[config.mk]
export PLATFORM = sky130hd
export DESIGN_NAME = osc_mod_mixer
export DESIGN_NICKNAME = d
export VERILOG_FILES = /design/src/rtl/osc_mod_mixer_pkg.sv /design/src/rtl/osc_mod_mixer_shift_add_mult.sv /design/src/rtl/osc_mod_mixer.sv
export SDC_FILE = /design/constraint.sdc
export NUM_CORES = 1
export LEC_CHECK = 0
export BUFFER_PORTS_ARGS = -buffer_cell sky130_fd_sc_hd__buf_4
export CAP_MARGIN = 20
export CORE_MARGIN = 3
export CORE_UTILIZATION = 40
export DETAILED_ROUTE_END_ITERATION = 10
export GPL_ROUTABILITY_DRIVEN = 0
export HOLD_SLACK_MARGIN = 0.1
export SYNTH_ARGS = -nofsm -noshare
export SYNTH_HDL_FRONTEND = slang
export SYNTH_SLANG_ARGS = --single-unit
[constraint.sdc]
create_clock -name clk -period 8.2 [get_ports clk]
set_input_delay 0.41 -clock clk [delete_from_list [all_inputs] [get_ports clk]]
set_output_delay 0.41 -clock clk [all_outputs]
set_load 0.02 [all_outputs]
[src/rtl/osc_mod_mixer_pkg.sv]
// Shared constants for the two-oscillator modulation combiner: mode codes,
// FSM state encoding and a parameter sanity helper.
package osc_mod_pkg;

    localparam logic [2:0] MODE_AVG  = 3'd0;
    localparam logic [2:0] MODE_AM   = 3'd1;
    localparam logic [2:0] MODE_XOR  = 3'd2;
    localparam logic [2:0] MODE_SUM  = 3'd3;
    localparam logic [2:0] MODE_RING = 3'd4;

    typedef enum logic [1:0] {
        ST_IDLE = 2'd0,
        ST_MUL  = 2'd1,
        ST_DONE = 2'd2
    } osc_state_e;

    function automatic bit width_ok(input int w, input int o);
        return (w >= 2) && (o >= w) && (o <= 2 * w);
    endfunction

endpackage

[src/rtl/osc_mod_mixer_shift_add_mult.sv]
// Iterative W-cycle shift-add multiplier; signed_en selects two's-complement
// operands (the top partial product is subtracted instead of added).
module shift_add_mult #(
    parameter int W = 12
) (
    input  logic             clk,
    input  logic             rst_n,
    input  logic             start,
    input  logic             signed_en,
    input  logic [W-1:0]     a,
    input  logic [W-1:0]     b,
    output logic             done,
    output logic [2*W-1:0]   product
);

    localparam int CW = $clog2(W);

    logic [2*W-1:0] acc_q, acc_d;
    logic [2*W-1:0] mcand_q, mcand_d;
    logic [W-1:0]   mplier_q, mplier_d;
    logic [CW-1:0]  cnt_q, cnt_d;
    logic           busy_q, busy_d;
    logic           sgn_q, sgn_d;

    always_comb begin
        acc_d    = acc_q;
        mcand_d  = mcand_q;
        mplier_d = mplier_q;
        cnt_d    = cnt_q;
        busy_d   = busy_q;
        sgn_d    = sgn_q;
        done     = busy_q && (cnt_q == CW'(W - 1));
        if (start) begin
            acc_d    = '0;
            mcand_d  = signed_en ? {{W{a[W-1]}}, a} : {{W{1'b0}}, a};
            mplier_d = b;
            cnt_d    = '0;
            busy_d   = 1'b1;
            sgn_d    = signed_en;
        end else if (busy_q) begin
            // The multiplier MSB carries weight -2^(W-1) in signed mode.
            if (mplier_q[0])
                acc_d = (done && sgn_q) ? acc_q - mcand_q : acc_q + mcand_q;
            mcand_d  = mcand_q << 1;
            mplier_d = mplier_q >> 1;
            cnt_d    = cnt_q + CW'(1);
            if (done)
                busy_d = 1'b0;
        end
    end

    always_ff @(posedge clk or negedge rst_n) begin
        if (!rst_n) begin
            acc_q    <= '0;
            mcand_q  <= '0;
            mplier_q <= '0;
            cnt_q    <= '0;
            busy_q   <= 1'b0;
            sgn_q    <= 1'b0;
        end else begin
            acc_q    <= acc_d;
            mcand_q  <= mcand_d;
            mplier_q <= mplier_d;
            cnt_q    <= cnt_d;
            busy_q   <= busy_d;
            sgn_q    <= sgn_d;
        end
    end

    assign product = acc_q;

endmodule

[src/rtl/osc_mod_mixer.sv]
// Two-oscillator modulation combiner (AVG/AM/XOR/SUM/RING), handshaked input,
// pulsed output. Define OSC_MOD_SAT_EN to make mode 3 saturate instead of wrap.
module osc_mod_mixer
    import osc_mod_pkg::*;
#(
    parameter int W = 12,
    parameter int O = 16
) (
    input  logic         clk,
    input  logic         rst_n,
    input  logic         in_valid,
    output logic         in_ready,
    input  logic [W-1:0] osc_a,
    input  logic [W-1:0] osc_b,
    input  logic [2:0]   mode,
    output logic         out_valid,
    output logic [O-1:0] out_data
);

    if (!width_ok(W, O)) begin : g_cfg_err
        $error("osc_mod_mixer: illegal W/O combination");
    end

    osc_state_e     state_q, state_d;
    logic           in_ready_q, in_ready_d;
    logic           out_valid_q, out_valid_d;
    logic [O-1:0]   out_data_q, out_data_d;
    logic           ring_q, ring_d;

    logic           mul_start, mul_signed, mul_done;
    logic [W-1:0]   mul_a, mul_b;
    logic [2*W-1:0] mul_p;

    function automatic logic [O-1:0] left_justify(input logic [W-1:0] r);
        logic [O-1:0] t;
        t = '0;
        t[O-1 -: W] = r;
        return t;
    endfunction

    function automatic logic [O-1:0] comb_result(input logic [2:0] m,
                                                 input logic [W-1:0] a,
                                                 input logic [W-1:0] b);
        logic [W:0]   s;
        logic [O-1:0] res;
        s   = {1'b0, a} + {1'b0, b};
        res = '0;
        case (m)
            MODE_AVG: res = left_justify(s[W:1]);
            MODE_XOR: res = left_justify(a ^ b);
`ifdef OSC_MOD_SAT_EN
            MODE_SUM: res = left_justify(s[W] ? '1 : s[W-1:0]);
`else
            MODE_SUM: res = left_justify(s[W-1:0]);
`endif
            default:  res = '0;
        endcase
        return res;
    endfunction

    // RING keeps one extra fraction bit; only (-2^(W-1))^2 overflows the sign.
    function automatic logic [O-1:0] fmt_product(input logic [2*W-1:0] p,
                                                 input logic ring);
        logic [O-1:0] r;
        if (!ring)
            return O'(p >> (2 * W - O));
        r = O'((p << 1) >> (2 * W - O));
        if (p[2*W-1:2*W-2] == 2'b01)
            r = {1'b0, {(O-1){1'b1}}};
        r[O-1] = ~r[O-1];
        return r;
    endfunction

    assign mul_signed = (mode == MODE_RING);
    assign mul_a      = mul_signed ? {~osc_a[W-1], osc_a[W-2:0]} : osc_a;
    assign mul_b      = mul_signed ? {~osc_b[W-1], osc_b[W-2:0]} : osc_b;

    always_comb begin
        state_d     = state_q;
        in_ready_d  = in_ready_q;
        out_valid_d = 1'b0;
        out_data_d  = out_data_q;
        ring_d      = ring_q;
        mul_start   = 1'b0;
        case (state_q)
            ST_IDLE: begin
                if (in_valid && in_ready_q) begin
                    if (mode == MODE_AM || mode == MODE_RING) begin
                        mul_start  = 1'b1;
                        ring_d     = mul_signed;
                        in_ready_d = 1'b0;
                        state_d    = ST_MUL;
                    end else begin
                        out_valid_d = 1'b1;
                        out_data_d  = comb_result(mode, osc_a, osc_b);
                    end
                end
            end
            ST_MUL: begin
                if (mul_done)
                    state_d = ST_DONE;
            end
            ST_DONE: begin
                out_valid_d = 1'b1;
                out_data_d  = fmt_product(mul_p, ring_q);
                in_ready_d  = 1'b1;
                state_d     = ST_IDLE;
            end
            default: begin
                in_ready_d = 1'b1;
                state_d    = ST_IDLE;
            end
        endcase
    end

    always_ff @(posedge clk or negedge rst_n) begin
        if (!rst_n) begin
            state_q     <= ST_IDLE;
            in_ready_q  <= 1'b1;
            out_valid_q <= 1'b0;
            out_data_q  <= '0;
            ring_q      <= 1'b0;
        end else begin
            state_q     <= state_d;
            in_ready_q  <= in_ready_d;
            out_valid_q <= out_valid_d;
            out_data_q  <= out_data_d;
            ring_q      <= ring_d;
        end
    end

    shift_add_mult #(.W(W)) u_mult (
        .clk       (clk),
        .rst_n     (rst_n),
        .start     (mul_start),
        .signed_en (mul_signed),
        .a         (mul_a),
        .b         (mul_b),
        .done      (mul_done),
        .product   (mul_p)
    );

    assign in_ready  = in_ready_q;
    assign out_valid = out_valid_q;
    assign out_data  = out_data_q;

endmodule

==> flow_summary.ini, run 1 <==
[critical_path]
cp_max_fo = 31
slowest_delay_ns = 0.64
path_delay_family = simple AND/OR/NAND/NOR gates
cp-start-kind = register
worstPathArrival_ns = 4.52
crit_type = register to register
required_ns = 8.49
worstSetupEndpointType = register
cp_num_buf_inv = 1
rrSetupSlack_ns = 3.96
cp_slowest_cell = dfrtp_2
path_cells = buf_12 -> nor3b_1 -> nand2_1 -> o31ai_1 -> xor2_1 -> ha_1 -> nand4_1 -> nor3_1 -> a21oi_1 -> o21ai_0 -> a31oi_1 -> or4b_1 -> nand3_1

[timing]
setup_viol_count_final = 0
fin_skew_ns = 0.008923
setup_ws_ns = 3.963
min_period_ns = 4.237
max_freq_mhz = 236.0
min_period_over_period = 0.5167
tightest_slew_ns = 0.9751
tns_ns = 0
slew_violations = 0
rsz0062_at_grt = false
max-slew-margin-rel = 0.3483
finalHoldViolations = 0

[layout]
syn_to_final_growth_pct = 12.84
fin_nets = 848
final_common_cell = nand2_1
fin_cells = 993
final_util = 0.4696
layout_common_cells = nand2_1, dfrtp_1, o21ai_0
diodes = 0
drive_above_1_share = 0.09847

[grt]
grt_max_degree = 64
grtUsageMet1 = 0.2869
use_met2 = 0.3097
grt.overflow.total = 0
grt_use_total = 0.2014
grt.busiest_layer = met2
grt_pass1_wl_mm = 28.77
antenna_found_initial = 0
use_met3 = 0.03194
grt_pass1_vias = 5480

[clock_tree]
post_cts_buffers = 0
clock_tree.root_cell = clkbuf_16
cts_num_sinks = 87
htreeDepth = 3
cts_tree = yes
cts-buffers-inserted = 9
clk_pin_slew_ns = 0.07
cts_buffer_depth = 2
ctsHoldBuffers = 1
clk_latency_ns = 0.35
cts_resized = 0

[yosys]
synth_nets = 826
syn_area_per_cell_um2 = 8.503
syn_inst = 755
synthTopCellsByArea = dfrtp_1, ha_1, mux2i_1
synth_edf_count = 0
ys_ff_latch = 87
async_flop_share = 1.000
synth_top_area_frac = 0.3352
synth_area_leader_cell = dfrtp_1
yosysWarnings = 0
yosysUniqueCellTypes = 64
synthFlopType = dfrtp_1
synth_area_mm2 = 0.006420
synth-seq-area-share = 0.3393

[routing]
drtIter0Drc = 563
dr.pass1.iters = 5
vias = 5770
drc = 0
vias_per_cell = 5.811
drt_wl_total_mm = 17.87
routedWlPerCell_um = 17.99
ant_nets = 0

[die]
core-area_mm2 = 0.01543
die_h_um = 132.7
num_rows = 45
die-area_mm2 = 0.01761
die_w_um = 132.7
initial_core_util = 0.4161
io_pins = 48

[place]
dp_cells = 975
port_buffers = 47
place_hpwl_mm = 13.47
post-place-ws_ns = 3.717

[power]
ir_worst_vdd_mv = 0.1727
power_mw = 3.344
pwr_density_cell_mw_per_mm2 = 461.6
leakage_nw = 3.225

[min_path]
hold_class = primary input to register

[status]
status = completed

[flow_run]
maxCapViolCount = 0
[registers in the layout, summed over array words and instances, names as in the netlist]
name,count
u_mult.product,24
u_mult.mplier_q,12
u_mult.sgn_q,1
ring_q,1
u_mult.busy_q,1
out_data,16
u_mult.cnt_q,4
in_ready,1
state_q,2
u_mult.mcand_q,24
out_valid,1
[worst reg2reg max path, cell delays in order (launching register included)]
cell     delay, ns
dfrtp_2       0.64
buf_12        0.28
nor3b_1       0.33
nand2_1       0.46
o31ai_1       0.25
xor2_1        0.14
ha_1          0.49
nand4_1       0.24
nor3_1        0.48
a21oi_1       0.12
o21ai_0       0.10
a31oi_1       0.08
or4b_1        0.49
nand3_1       0.09
[cell families after synthesis]
logic type      synth area share
mux                      0.05944
compound gates            0.2356
fa+ha+maj                0.08225
xor+xnor                 0.07230
flops                     0.3393
buf+inv                  0.03625
simple gates              0.1748
[per-stage QoR]
stage                     cell area, µm²  hold slack (ns)
after floorplan                     6420           0.1144
after global placement              6904           0.3348
after detailed placement            6904           0.3405
after CTS                           7224           0.2640
after global routing                7244           0.2897
final                               7244           0.2774
[cells in the mapped netlist (13+ instances only)]
master and number:
o21ai_0 68, a21oi_1 52, o31ai_1 14, dfrtp_1 86
clkbuf_1 35, a31oi_1 17, ha_1 39, inv_1 18
a21o_1 13, nor2_1 49, xnor2_1 17, nor3_1 20
xor2_1 36, nand2_1 88, nand3_1 24, mux2i_1 37
a211oi_1 14
[power breakdown]
part | switching [mW] | internal, mW
Sequential | 0.239 | 0.620
Clock | 0.177 | 0.254
Combinational | 1.18 | 0.871
Total | 1.60 | 1.74
[path summary, 6_finish.rpt]
path                               start  cells past startpoint             endpoint
min reg2reg                     in_ready                      2             in_ready
min in group asynchronous          rst_n                      2          out_data[8]
min                            osc_b[10]                      3  u_mult.mplier_q[10]
max reg2reg                u_mult.busy_q                     13   u_mult.product[22]
max in group asynchronous          rst_n                      3        u_mult.busy_q
max                        u_mult.busy_q                     13   u_mult.product[22]
[per-layer routing]
metal  wire (µm)  up-vias  share of wire
met5           0        -              0
met4         573        0          0.032
met3         741       39          0.041
met2        8119      159           0.45
met1        8434     2769           0.47
li1            -     2803              -
[layout make-up]
type                       count  area, µm²
clock buffer                  12      256.5
clock inverter                 4      53.80
timing repair buffer          53      412.9
sequential                    87       2180
tap                          211      264.0
multi-input combinational    608       4010
inverter                      18      67.56
fill                        1550       8183
Note: power is estimated with default switching activity, not from simulation.
==> run 2, diff against run 1 <==
--- a/config.mk
+++ b/config.mk
@@ -5,6 +5,7 @@
 export SDC_FILE = /design/constraint.sdc
 export NUM_CORES = 1
 export LEC_CHECK = 0
+export ABC_AREA = 1
 export BUFFER_PORTS_ARGS = -buffer_cell sky130_fd_sc_hd__buf_4
 export CAP_MARGIN = 20
 export CORE_MARGIN = 3
==> constraint.sdc (replaced) <==
create_clock -name clk -period 3.6 [get_ports clk]
set_input_delay 0.18 -clock clk [delete_from_list [all_inputs] [get_ports clk]]
set_output_delay 0.18 -clock clk [all_outputs]
set_load 0.02 [all_outputs]
==> run 2 against run 1 <==
  * Design area increased by 5.9%
  * Register-to-register slack got worse by 3.7 ns
  * Utilization increased by 0.50 points
  * Via count increased by 12%
  * Final cell count increased by 24%
  * Sequential power increased by 110%
  * Non-clock buffer count increased by 14
==> flow_summary.ini, run 2 <==
[status]
status = completed

[yosys]
ys_ff_latch = 87
synth_compound_area_frac = 0.1613
syn_area_per_cell_um2 = 7.000
yosysUniqueCellTypes = 47
synth.area.mux_share = 0
synthXorXnorAreaFrac = 0.04162
yosysWarnings = 0
synth_nets = 1033
synthFlopType = dfrtp_1
synth_area_leader_cell = dfrtp_1
synth_common_cells = nand2_1, inv_1, dfrtp_1, nand3_1, nor2_1
synth_top_area_frac = 0.3196
synth_top_family_by_area = simple AND/OR/NAND/NOR gates
synth-simple-area-share = 0.2988
async_flop_share = 1.000
yosysMostFrequentCell = nand2_1
synth_area_mm2 = 0.006734
synth-seq-area-share = 0.3235
syn_inst = 962
synth_edf_count = 0
synthTopCellsByArea = dfrtp_1, nand2_1, ha_1
synthAdderAreaFrac = 0.07841

[min_path]
hold_class = primary input to register
holdPathStages = 3

[power]
leakage_nw = 3.883
p_int_mw = 3.591
switching_power_mw = 4.004
p_comb_frac = 0.643
p_clk_frac = 0.118
ir_worst_vdd_mv = 0.5784
pwr-share-seq = 0.239
power_mw = 7.594
power.share.switching = 0.5272
pwr_density_cell_mw_per_mm2 = 989.5

[clock_tree]
post_cts_buffers = 0
htreeDepth = 3
cts_tree = yes
clk_latency_ns = 0.35
cts_num_sinks = 87
clk_pin_slew_ns = 0.07
cts_buffer_depth = 2
cts-buffers-inserted = 9
clock_tree.root_cell = clkbuf_16

[timing]
min_period_over_period = 0.9163
finalHoldViolations = 0
max_freq_mhz = 303.1
setup_ws_ns = 0.3011
rsz0062_at_grt = false
tightest_slew_ns = 0.7114
hold_ws_ns = 0.1069
slew_violations = 0
fin_skew_ns = 0.01127
setup_viol_count_final = 0
max-slew-margin-rel = 0.5240
tns_ns = 0
min_period_ns = 3.299

[grt]
grt_use_total = 0.2185
grt_max_degree = 47
grt.overflow.total = 0
grt_pass1_vias = 6178
grt_pass1_wl_mm = 31.82
antenna_found_initial = 0

[critical_path]
cp-start-kind = register
crit_type = register to register
reg2reg_depth = 18
worstPathArrival_ns = 3.56
required_ns = 3.86
worstSetupEndpointType = register
cp_max_fo = 17

[layout]
final_common_cell = nand2_1
diodes = 0
syn_to_final_growth_pct = 13.97
fin_nets = 1085
final_cell_area_mm2 = 0.007675
nFillCells = 1665
fin_cells = 1235
drive_above_1_share = 0.1129
multi_input_area_mm2 = 0.003911
layout_common_cells = nand2_1, inv_1, nand3_1, dfrtp_1, nor2_1
final_util = 0.4745
seq_area_mm2 = 0.002178

[die]
die_h_um = 135.8
core-area_mm2 = 0.01617
die-area_mm2 = 0.01843
die_w_um = 135.8
num_rows = 46
io_pins = 48
initial_core_util = 0.4164

[place]
place_hpwl_mm = 15.19
port_buffers = 47
placed_cell_area_mm2 = 0.007234
dp_cells = 1203
post-place-ws_ns = 0.3786

[routing]
drtIter0Drc = 487
drc = 0
vias = 6457
vias_per_cell = 5.228
ant_nets = 0
routedWlPerCell_um = 15.63
dr.pass1.iters = 6
drt_wl_total_mm = 19.30

[flow_run]
maxCapViolCount = 0
==> run 2: area by class of cell <==
class                      instances  area share
multi-input combinational        717      0.5096
sequential                        87      0.2838
timing repair buffer              67     0.07075
inverter                         132     0.06472
tap                              216     0.03521
clock buffer                      10     0.02983
clock inverter                     6    0.006032
==> run 2: cells by family after synthesis <==
kind of cell / Yosys count
compound gates: 178
xor+xnor: 32
fa+ha+maj: 41
buf+inv: 158
flops: 87
simple gates: 466
==> run 2: timing repair <==
action / in CTS / in global routing
gates resized for setup: 0 / 1
hold endpoints to repair: 58 / 0
hold buffers: 16 / 0
setup endpoints to repair: 0 / 1
==> run 2: layer usage <==
metal	vias up	track usage	share of wire
met4	0	0.05543	0.016
li1	3276	-	-
met2	171	0.3565	0.46
met5	-	0	0
met1	2989	0.3050	0.48
met3	21	0.03232	0.044
==> run 2: power groups by stage <==
stage / clock, mW / combinational (mW) / sequential, mW
floorplan: 0 / 3.59 / 1.78
global placement: 0 / 4.80 / 1.82
detailed placement: 0 / 4.82 / 1.83
CTS: 0.913 / 4.86 / 1.81
global route: 0.959 / 5.56 / 1.87
finish: 0.893 / 4.89 / 1.81
==> run 2: path summary, 6_finish.rpt <==
check	startpoint	end	slack (ns)
max	u_mult.cnt_q[0]	u_mult.product[23]	0.30
min	osc_a[8]	u_mult.mcand_q[8]	0.11
max reg2reg	u_mult.cnt_q[0]	u_mult.product[23]	0.30
min reg2reg	out_data[1]	out_data[1]	0.49
max in group asynchronous	rst_n	u_mult.mcand_q[15]	2.45
min in group asynchronous	rst_n	out_data[4]	0.38
==> run 2: critical path: stages, from the launching register on <==
cell	delay, ns
dfrtp_1	0.37
ha_1	0.17
nand3b_1	0.12
nor2_1	0.28
nand2_4	0.19
inv_2	0.18
a21oi_1	0.07
xor2_1	0.18
inv_1	0.10
ha_1	0.34
a21oi_1	0.28
o21ai_0	0.20
a21oi_1	0.18
nand2_1	0.10
nand2_1	0.09
nand2_1	0.08
nand2_1	0.07
nand2_1	0.04
o21ai_1	0.16
==> run 3, diff against run 2 <==
--- a/config.mk
+++ b/config.mk
@@ -13,6 +13,7 @@
 export DETAILED_ROUTE_END_ITERATION = 10
 export GPL_ROUTABILITY_DRIVEN = 0
 export HOLD_SLACK_MARGIN = 0.1
+export RECOVER_POWER = 50
 export SYNTH_ARGS = -nofsm -noshare
 export SYNTH_HDL_FRONTEND = slang
 export SYNTH_SLANG_ARGS = --single-unit
==> run 3 against run 2 <==
  * The flow now finishes with violations (capacitance limit, slew limit)
  * Power fell by 1.0%
  * Design area is 0.95% lower
  * Utilization shrank 0.45 points
  * Worst hold slack is essentially flat
  * Clock-buffer cell count is the same
  * Clock skew about the same
  * Combinational power shrank 1%
  * Worst setup slack improved by 0.0074 ns
  * Sequential power is essentially flat
  * Critical endpoint unchanged
  * Largest cell class unchanged
  * Largest power group unchanged
==> flow_summary.ini, run 3 (synthesis results as in run 2) <==
[grt]
grt_max_degree = 47
antenna_found_initial = 0
grt_use_total = 0.2185
grt.overflow.total = 0
grt_pass1_wl_mm = 31.82
grt_pass1_vias = 6178

[layout]
fin_nets = 1085
diodes = 0
layout_common_cells = nand2_1, inv_1, nand3_1, dfrtp_1, nor2_1
final_common_cell = nand2_1
drive_above_1_share = 0.09421
final_util = 0.4701
syn_to_final_growth_pct = 12.89

[clock_tree]
cts_tree = yes
clk_pin_slew_ns = 0.07
cts_num_sinks = 87
cts-buffers-inserted = 9
cts_buffer_depth = 2
post_cts_buffers = 0
htreeDepth = 3
clk_latency_ns = 0.35
clock_tree.root_cell = clkbuf_16

[timing]
rsz0062_at_grt = false
finalHoldViolations = 0
max_freq_mhz = 303.8
fin_skew_ns = 0.01126
tightest_slew_ns = 2.595
min_period_ns = 3.291
max-slew-margin-rel = -0.7303
tns_ns = 0
min_period_over_period = 0.9143
setup_viol_count_final = 0
slew_violations = 47

[place]
port_buffers = 47
place_hpwl_mm = 15.19

[critical_path]
rrSetupSlack_ns = 0.31
worstReg2RegEnd = u_mult.product[23]
worstSetupEndpointType = register
worstPathArrival_ns = 3.56
crit_type = register to register
required_ns = 3.86
reg2reg_depth = 18
cp_max_fo = 17
reg2reg_from = u_mult.cnt_q[0]
cp-start-kind = register

[status]
violations = capacitance limit, slew limit
status = finished with violations

[routing]
dr.pass1.iters = 6
drt_wl_total_mm = 19.31
routedWlPerCell_um = 15.63
drtIter0Drc = 488
vias_per_cell = 5.224
drc = 0
ant_nets = 0
vias = 6452

[min_path]
holdPathStages = 3
min_from = osc_a[8]
hold_path_end = u_mult.mcand_q[8]
hold_class = primary input to register

[die]
num_rows = 46
die_h_um = 135.8
die_w_um = 135.8
core-area_mm2 = 0.01617
io_pins = 48
initial_core_util = 0.4164
die-area_mm2 = 0.01843

[power]
pwr_density_cell_mw_per_mm2 = 988.8
ir_worst_vdd_mv = 0.5780
leakage_nw = 3.814

[flow_run]
maxCapViolCount = 1
run 3: cell type report:
| type | count | area, µm² |
|---|---|---|
| fillers | 1695 | 8571 |
| multi-input cells | 717 | 3911 |
| flip-flops and latches | 87 | 2178 |
| inverters | 132 | 496.7 |
| repair buffers | 67 | 470.5 |
| well taps | 216 | 270.3 |
| clock buffers | 10 | 229.0 |
| clock inverters | 6 | 46.29 |
run 3: routing by layer:
metal	track usage	part of all wire	vias up
li1	-	-	3277
met1	0.3050	0.48	2994
met2	0.3565	0.46	160
met3	0.03232	0.040	21
met4	0.05543	0.016	0
met5	0	0	-
run 3: per-stage QoR:
stage          total power, mW  setup WS, ns  instance area [µm²]  hold slack (ns)  cells
6_report                 7.517        0.3086                 7602           0.1068   1235
2_1_floorplan            5.372        0.9977                 6734          -0.1156    962
4_1_cts                  7.580        0.2979                 7670           0.1013   1235
5_1_grt                  8.304       0.03066                 7602           0.1139   1235
3_3_place_gp             6.619        0.4112                 7234           0.2296   1203
3_5_place_dp             6.651        0.3786                 7234           0.2299   1203
run 3: repair_timing:
action	CTS	global route
endpoints found under the setup margin	0	1
hold endpoints to repair	58	0
hold buffers	16	0
resized for setup	0	1
run 3: worst max-delay path: stages (launching register included):
cell	delay, ns
dfrtp_1	0.37
ha_1	0.17
nand3b_1	0.12
nor2_1	0.28
nand2_4	0.19
inv_2	0.18
a21oi_1	0.07
xor2_1	0.17
inv_1	0.10
ha_1	0.34
a21oi_1	0.28
o21ai_0	0.20
a21oi_1	0.18
nand2_1	0.10
nand2_1	0.09
nand2_1	0.08
nand2_1	0.07
nand2_1	0.04
o21ai_1	0.16
run 3: power by group:
part	internal, mW	total (mW)	leakage [nW]	switching, mW
registers	1.40	1.81	1.08	0.409
logic	1.65	4.82	2.60	3.17
clock network	0.472	0.893	0.129	0.421
run 3: worst max-delay path by stage:
stage | slack [ns] | cells past startpoint | startpoint | end
finish | 0.31 | 18 | u_mult.cnt_q[0] | u_mult.product[23]
global route | 0.03 | 18 | u_mult.cnt_q[0] | u_mult.product[23]
CTS | 0.30 | 18 | u_mult.cnt_q[0] | u_mult.product[23]
detailed placement | 0.38 | 18 | u_mult.cnt_q[0] | u_mult.product[23]
global placement | 0.41 | 18 | u_mult.cnt_q[0] | u_mult.product[23]
floorplan | 1.0 | 16 | u_mult.cnt_q[0] | u_mult.product[15]
